`src/rtl/uart_pkg.sv`:
```
// Shared UART definitions: frame FSM states, data width, line idle level and parity helper.
// Used by both the transmit and receive paths.
package uart_pkg;

    localparam int unsigned DATA_W           = 8;
    localparam int unsigned CLKS_PER_BIT_DEF = 868;
    localparam logic        LINE_IDLE        = 1'b1;

    typedef enum logic [2:0] {
        IDLE   = 3'd0,
        START  = 3'd1,
        DATA   = 3'd2,
        PARITY = 3'd3,
        STOP   = 3'd4
    } uart_state_e;

    // Bit that makes the total number of ones even (odd = 0) or odd (odd = 1).
    function automatic logic parity_bit(input logic [DATA_W-1:0] data, input logic odd);
        return (^data) ^ odd;
    endfunction

endpackage

```
`src/rtl/uart_baud_tick.sv`:
```
// Bit-period timer: counts 0..CLKS_PER_BIT-1 while enabled and flags the bit boundary.
// pre_tick marks the cycle before the boundary so callers can register boundary-aligned pulses.
module uart_baud_tick
    import uart_pkg::*;
#(
    parameter int unsigned CLKS_PER_BIT = CLKS_PER_BIT_DEF
) (
    input  logic clk,
    input  logic rst,
    input  logic clear,
    input  logic en,
    output logic tick,
    output logic pre_tick
);

    localparam int unsigned      CNT_W = $clog2(CLKS_PER_BIT);
    localparam logic [CNT_W-1:0] LAST  = CNT_W'(CLKS_PER_BIT - 1);
    localparam logic [CNT_W-1:0] PRE   = CNT_W'(CLKS_PER_BIT - 2);

    logic [CNT_W-1:0] cnt_q;
    logic [CNT_W-1:0] cnt_d;

    // Next count: clear wins, otherwise wrap at the bit boundary while enabled.
    always_comb begin
        cnt_d = cnt_q;
        if (clear) begin
            cnt_d = '0;
        end else if (en) begin
            if (cnt_q == LAST) begin
                cnt_d = '0;
            end else begin
                cnt_d = cnt_q + CNT_W'(1);
            end
        end else begin
            cnt_d = cnt_q;
        end
    end

    // Counter register.
    always_ff @(posedge clk) begin
        if (rst) begin
            cnt_q <= '0;
        end else begin
            cnt_q <= cnt_d;
        end
    end

    assign tick     = en & (cnt_q == LAST);
    assign pre_tick = en & (cnt_q == PRE);

endmodule

```
`src/rtl/uart_tx_ctrl.sv`:
```
// UART transmit framing controller: byte handshake, start/data/parity/stop serialisation
// with registered outputs.
module uart_tx_ctrl
    import uart_pkg::*;
#(
    parameter int unsigned CLKS_PER_BIT = CLKS_PER_BIT_DEF,
    parameter bit          PARITY_EN    = 1'b0,
    parameter bit          PARITY_ODD   = 1'b0,
    parameter int unsigned STOP_BITS    = 1
) (
    input  logic              clk,
    input  logic              rst,
    input  logic [DATA_W-1:0] tx_data,
    input  logic              tx_valid,
    output logic              tx_ready,
    output logic              tx_serial,
    output logic              tx_busy,
    output logic              tx_done
);

    localparam logic       LAST_STOP = (STOP_BITS == 2) ? 1'b1 : 1'b0;
    localparam logic [2:0] LAST_BIT  = 3'd7;

    uart_state_e       state_q;
    logic [DATA_W-1:0] shreg_q;
    logic [2:0]        bit_idx_q;
    logic              stop_idx_q;
    logic              parity_q;
    logic              serial_q;
    logic              busy_q;
    logic              ready_q;
    logic              done_q;

    logic handshake_s;
    logic tick_s;
    logic pre_tick_s;

    assign handshake_s = tx_valid & ready_q;

    // Clearing on handshake makes the start bit exactly one full bit period long.
    uart_baud_tick #(
        .CLKS_PER_BIT(CLKS_PER_BIT)
    ) u_baud (
        .clk     (clk),
        .rst     (rst),
        .clear   (handshake_s),
        .en      (busy_q),
        .tick    (tick_s),
        .pre_tick(pre_tick_s)
    );

    // Frame FSM with registered line, status and done outputs.
    always_ff @(posedge clk) begin
        if (rst) begin
            state_q    <= IDLE;
            shreg_q    <= '0;
            bit_idx_q  <= 3'd0;
            stop_idx_q <= 1'b0;
            parity_q   <= 1'b0;
            serial_q   <= LINE_IDLE;
            busy_q     <= 1'b0;
            ready_q    <= 1'b1;
            done_q     <= 1'b0;
        end else begin
            done_q <= 1'b0;
            case (state_q)
                IDLE: begin
                    serial_q <= LINE_IDLE;
                    if (handshake_s) begin
                        shreg_q    <= tx_data;
                        parity_q   <= parity_bit(tx_data, PARITY_ODD);
                        bit_idx_q  <= 3'd0;
                        stop_idx_q <= 1'b0;
                        serial_q   <= 1'b0;
                        busy_q     <= 1'b1;
                        ready_q    <= 1'b0;
                        state_q    <= START;
                    end
                end
                START: begin
                    if (tick_s) begin
                        serial_q <= shreg_q[0];
                        state_q  <= DATA;
                    end
                end
                DATA: begin
                    if (tick_s) begin
                        if (bit_idx_q == LAST_BIT) begin
                            if (PARITY_EN) begin
                                serial_q <= parity_q;
                                state_q  <= PARITY;
                            end else begin
                                serial_q   <= LINE_IDLE;
                                stop_idx_q <= 1'b0;
                                state_q    <= STOP;
                            end
                        end else begin
                            // Next bit is shreg_q[1], which becomes bit 0 after the shift.
                            shreg_q   <= {1'b0, shreg_q[DATA_W-1:1]};
                            serial_q  <= shreg_q[1];
                            bit_idx_q <= bit_idx_q + 3'd1;
                        end
                    end
                end
                PARITY: begin
                    if (tick_s) begin
                        serial_q   <= LINE_IDLE;
                        stop_idx_q <= 1'b0;
                        state_q    <= STOP;
                    end
                end
                STOP: begin
                    serial_q <= LINE_IDLE;
                    // Raise done one cycle early so the registered pulse lands in the last cycle.
                    if (pre_tick_s && (stop_idx_q == LAST_STOP)) begin
                        done_q <= 1'b1;
                    end
                    if (tick_s) begin
                        if (stop_idx_q == LAST_STOP) begin
                            busy_q  <= 1'b0;
                            ready_q <= 1'b1;
                            state_q <= IDLE;
                        end else begin
                            stop_idx_q <= stop_idx_q + 1'b1;
                        end
                    end
                end
                default: begin
                    serial_q <= LINE_IDLE;
                    busy_q   <= 1'b0;
                    ready_q  <= 1'b1;
                    state_q  <= IDLE;
                end
            endcase
        end
    end

    assign tx_serial = serial_q;
    assign tx_busy   = busy_q;
    assign tx_done   = done_q;
    // Ready is withheld while reset is asserted so no byte is accepted during reset.
    assign tx_ready  = ready_q & ~rst;

endmodule

```
`config.mk`:
```
export PLATFORM = sky130hd
export DESIGN_NAME = uart_tx_ctrl
export DESIGN_NICKNAME = d
export VERILOG_FILES = /design/src/rtl/uart_pkg.sv /design/src/rtl/uart_baud_tick.sv /design/src/rtl/uart_tx_ctrl.sv
export SDC_FILE = /design/constraint.sdc
export NUM_CORES = 1
export LEC_CHECK = 0
export CORE_MARGIN = 1
export CORE_UTILIZATION = 35
export CTS_CLUSTER_DIAMETER = 40
export DETAILED_ROUTE_END_ITERATION = 7
export PLACE_DENSITY_LB_ADDON = 0.12
export SLEW_MARGIN = 10
export SYNTH_ARGS = -nofsm -noshare
export SYNTH_HDL_FRONTEND = slang
export SYNTH_HIERARCHICAL = 1
export SYNTH_SLANG_ARGS = --single-unit
```
`constraint.sdc`:
```
create_clock -name clk -period 4.02 [get_ports clk]
set_clock_uncertainty 0.1 [all_clocks]
set_input_delay 1.005 -clock clk [delete_from_list [all_inputs] [get_ports clk]]
set_output_delay 1.005 -clock clk [all_outputs]
set_load 0.03 [all_outputs]
```
# [Word-level counts from Yosys, hierarchy flattened]
# Index checks and enable logic that the tools add are counted.
[word_totals] reg_bits=29 in_bits=11 out_inout_bits=4 wordCells=85
[op_classes] add_sub_neg=3 eq_ne=15 mux=38 n_bitwise=8 reduce_logical=12
[op_table] op="2-to-1 mux 3 bit" n=10
[op_table] op="2-to-1 mux 8 bit" n=3
[op_table] op="equality test 10 bit (second input constant)" n=2
[op_table] op="2-to-1 mux 1 bit" n=17
[op_table] op="inequality test 2 bit (second input constant)" n=8
[op_table] op="one-hot mux 8 bit (2 select lines)" n=1
[op_table] op="one-hot mux 3 bit (5 select lines)" n=1
[op_table] op="adder 10 x 1 -> 10 bit (second input constant)" n=1
[op_table] op="2-to-1 mux 10 bit" n=1
[op_table] op="one-hot mux 1 bit (4 select lines)" n=2
[op_table] op="AND reduction 4 bit" n=2
[op_table] op="AND reduction 7 bit" n=1
[op_table] op="equality test 3 x 2 -> 1 bit (second input constant)" n=2
[op_table] op="equality test 3 bit (second input constant)" n=2
[op_table] op="one-hot mux 1 bit (3 select lines)" n=2
[op_table] op="one-hot mux 3 bit (2 select lines)" n=1
[op_table] op="AND reduction 6 bit" n=1
[op_table] op="bitwise AND 1 bit" n=4
[op_table] op="NOT 1 bit" n=4
[op_table] op="nonzero test 4 bit" n=1
[op_table] op="OR reduction 2 bit" n=2
[op_table] op="adder 3 x 1 -> 3 bit (second input constant)" n=1
[op_table] op="equality test 3 x 1 -> 1 bit (second input constant)" n=1
[op_table] op="logical NOT 3 bit" n=1
[op_table] op="other kinds (5)" n=5

# [Depth between registers and ports, before layout]
[logic_depth] depth_word=4 ltp_mapped=8 depth_no_buf=6

# [Cells and area by module]
# The synthesis kept the hierarchy.
[modules_own_cells] module="uart_tx_ctrl" n_inst=1 cells_each=99 area_per_inst_um2=895.9 seq_area_each_um2=360.3
[modules_own_cells] module="uart_baud_tick" n_inst=1 cells_each=56 area_per_inst_um2=513.0 seq_area_each_um2=200.2

# [Least setup slack after synthesis]
# OpenSTA, ideal clock, no wires.
[synth_path] kind="input-to-output" start="in rst" end="out tx_ready" t_arrival_ps=1601 required_time_ps=2915 path_slack_ps=1314 stages=2 n_path_buf=1 path_cell_list="clkbuf_1 -> nor2_1"
[synth_between] elab_chain_cells=2
[synth_lines] element="start, declared" line="uart_tx_ctrl.sv:12" rtl="input logic rst,"
[synth_lines] element="NOT 1 bit" line="uart_tx_ctrl.sv:142" rtl="assign tx_ready = ready_q & ~rst;"
[synth_lines] element="bitwise AND 1 bit" line="uart_tx_ctrl.sv:142"
[synth_lines] element="end, declared" line="uart_tx_ctrl.sv:15" rtl="output logic tx_ready,"
# No other way between the ends.

# [Final worst setup path]
# Ends and elaborated chain as after synthesis.

==> impl_metrics.ini <==
[power]
power_density_nw_per_um2 = 336.4
ir_drop_mv = 0.2547
leakagePower_nw = 0.5760

[route]
drt-pass1-iter-count = 6
drc = 0
post_drt_wl_per_cell_um = 13.92
vias = 1167
via_per_inst = 5.479
drtIter0Drc = 64
ant_nets = 0
finalWirelength_um = 2966

[worst_setup_path]
worstSetupStartpointType = primary input
crit_fanout = 2
ff2ff_setup_slack_ns = 1.25
worst-setup-path-type = primary input to output port
required_ns = 2.91
endpoint_kind = output port
worst_ep_arrival_time_ns = 2.22

[job]
max_cap_violations = 0

[clock_tree]
clockRootBuffer = clkbuf_8
post_cts_buffers = 0
ctsResizeCount = 0
numCtsBuffers = 3
cts_sinks = 28
clk-insertion-delay-late_ns = 0.27
hold_buffers = 0
cts_tree = done
cts_buffer_depth = 2
clk_pin_slew_ns = 0.09
h-tree-depth = 1

[placed_design]
io_buffers = 14
gp_congestion = 0.7516
place_inst = 209
dp_hpwl_um = 2036

[sta]
hold_violations = 0
final.period_utilization_pct = 82.77
slew_viol_final = 0
setup_violations = 0
fmax_ghz = 0.3005
relSlewSlack_pct = 44.72
rsz0062_at_grt = no
worstMarginPinSlew_ns = 0.8274
fin_crit_ns = 3.327
tns_ns = 0

[run_status]
outcome = finished clean

[synthesis]
synthCells = 155
syn-num-nets = 170
async_flop_share_pct = 0
yosysWarnings = 6
avgSynthCellArea_um2 = 9.089
synth_seq_cells = 28
synth_area_um2 = 1409
ys.flop_type = dfxtp_1
yosys.cell_types.count = 43
ys_seq_area_share_pct = 39.79
synth-edff-count = 0

[global_routing]
gr-total-overflow = 0
grt_pass1_wl_um = 5250
grtUsageTotal_pct = 15.85
grt_pass1_vias = 1100
antenna_found_initial = 0
grt_max_degree = 24

[finish]
area_growth_syn_to_layout_pct = 15.10
drive_gt1_share_pct = 11.52
fill_cells = 355
final_common_cell = dfxtp_1
fin_cells = 213
insertedDiodeCount = 0
nets = 181
multiInputGateArea_um2 = 749.5
final_cell_mix = dfxtp_1 (28), clkdlybuf4s50_1 (14), inv_1 (13), nor2_1 (13), a21oi_1 (9)
seq_area_um2 = 560.5

[floorplan]
ios = 15
std_cell_rows = 22
die_h_um = 65.45
start_util_pct = 37.36
fp.dieArea_um2 = 4283
die_x_um = 65.45
core_um2 = 3771

[hold_path]
min_path_type = flip-flop to flip-flop
report_power, final:
part / switching (mW) / internal [mW]
Clock: 0.0826 / 0.0875
Combinational: 0.0354 / 0.0364
Sequential: 0.0136 / 0.290
Total: 0.132 / 0.414
layout make-up:
cell class | count | share of cell area, %
Clock buffer | 4 | 3.395
Inverter | 13 | 3.009
Multi-Input combinational cell | 105 | 46.22
Sequential cell | 28 | 34.57
Tap cell | 48 | 3.704
Timing Repair Buffer | 15 | 9.105
synth_stat cells (2+ instances only):
master     n  area share [%]
o221a_2    7             5.6
inv_1     13             3.5
a41oi_1    5             3.1
or4_1      2             1.1
nor2_1    13             3.5
nand2b_1   4             1.8
o22ai_1    2            0.89
and3b_1    2             1.2
clkbuf_1   2            0.53
o32ai_1    3             1.9
or3_1      4             1.8
a21oi_1    9             3.2
nand3_1    2            0.71
buf_2      4             1.4
or2_2      2            0.89
xor2_1     2             1.2
nand2_1    7             1.9
o21ai_0    4             1.4
nor3b_1    2             1.1
dfxtp_1   28              40
xnor2_1    2             1.2
ha_1       4             3.6
and2_1     3             1.3
nand3b_1   2             1.1
buf_4      3             1.6
o31ai_1    4             2.1
nor3_1     3             1.1
nand4_1    2            0.89
worst paths after layout:
kind,from,endpoint,depth (start not counted)
hold reg to reg,shreg_q[7]$_SDFFE_PP0P_,shreg_q[7]$_SDFFE_PP0P_,2
setup reg to reg,u_baud/cnt_q[7]$_SDFFE_PP0P_,shreg_q[2]$_SDFFE_PP0P_,6
hold / removal,shreg_q[7]$_SDFFE_PP0P_,shreg_q[7]$_SDFFE_PP0P_,2
setup / recovery,rst,tx_ready,3
logic make-up after synthesis:
kind of cell    synth area share [%]
buf+inv                        7.016
fa+ha+maj                      3.553
compound gates                 23.62
flops                          39.79
simple gates                   22.82
xor+xnor                       2.487
mux                           0.7105
per-stage QoR:
| stage | instance area (um^2) | hold slack [ns] | util (%) | power, mW | setup WS (ns) |
|---|---|---|---|---|---|
| 2_1_floorplan | 1409 | 0.3548 | - | 0.3556 | 1.314 |
| 3_3_place_gp | 1567 | 0.3689 | 41.54 | 0.3783 | 0.6603 |
| 3_5_place_dp | 1567 | 0.3770 | 41.54 | 0.3812 | 0.6763 |
| 4_1_cts | 1622 | 0.3911 | 43.00 | 0.5542 | 0.6763 |
| 5_1_grt | 1622 | 0.4315 | 43.00 | 0.5721 | 0.6477 |
| 6_report | 1622 | 0.3908 | 43.00 | 0.5454 | 0.6926 |
registers in the layout (all words and copies together) (netlist names):
name	count
bit_idx_q	3
ready_q	1
shreg_q	8
state_q	3
tx_busy	1
tx_done	1
tx_serial	1
u_baud/cnt_q	10
metal layers:
layer	vias up	track usage (%)	part of all wire [%]
li1	590	-	-
met1	553	22.13	52
met2	22	24.23	44
met3	2	4.167	3.5
met4	0	3.533	0.81
met5	-	0	0
critical path, cell delays in order:
cell,delay (ns)
clkdlybuf4s50_1,0.43
nor2_1,0.10
clkdlybuf4s50_1,0.68
Note: power is estimated with default switching activity, not from simulation.
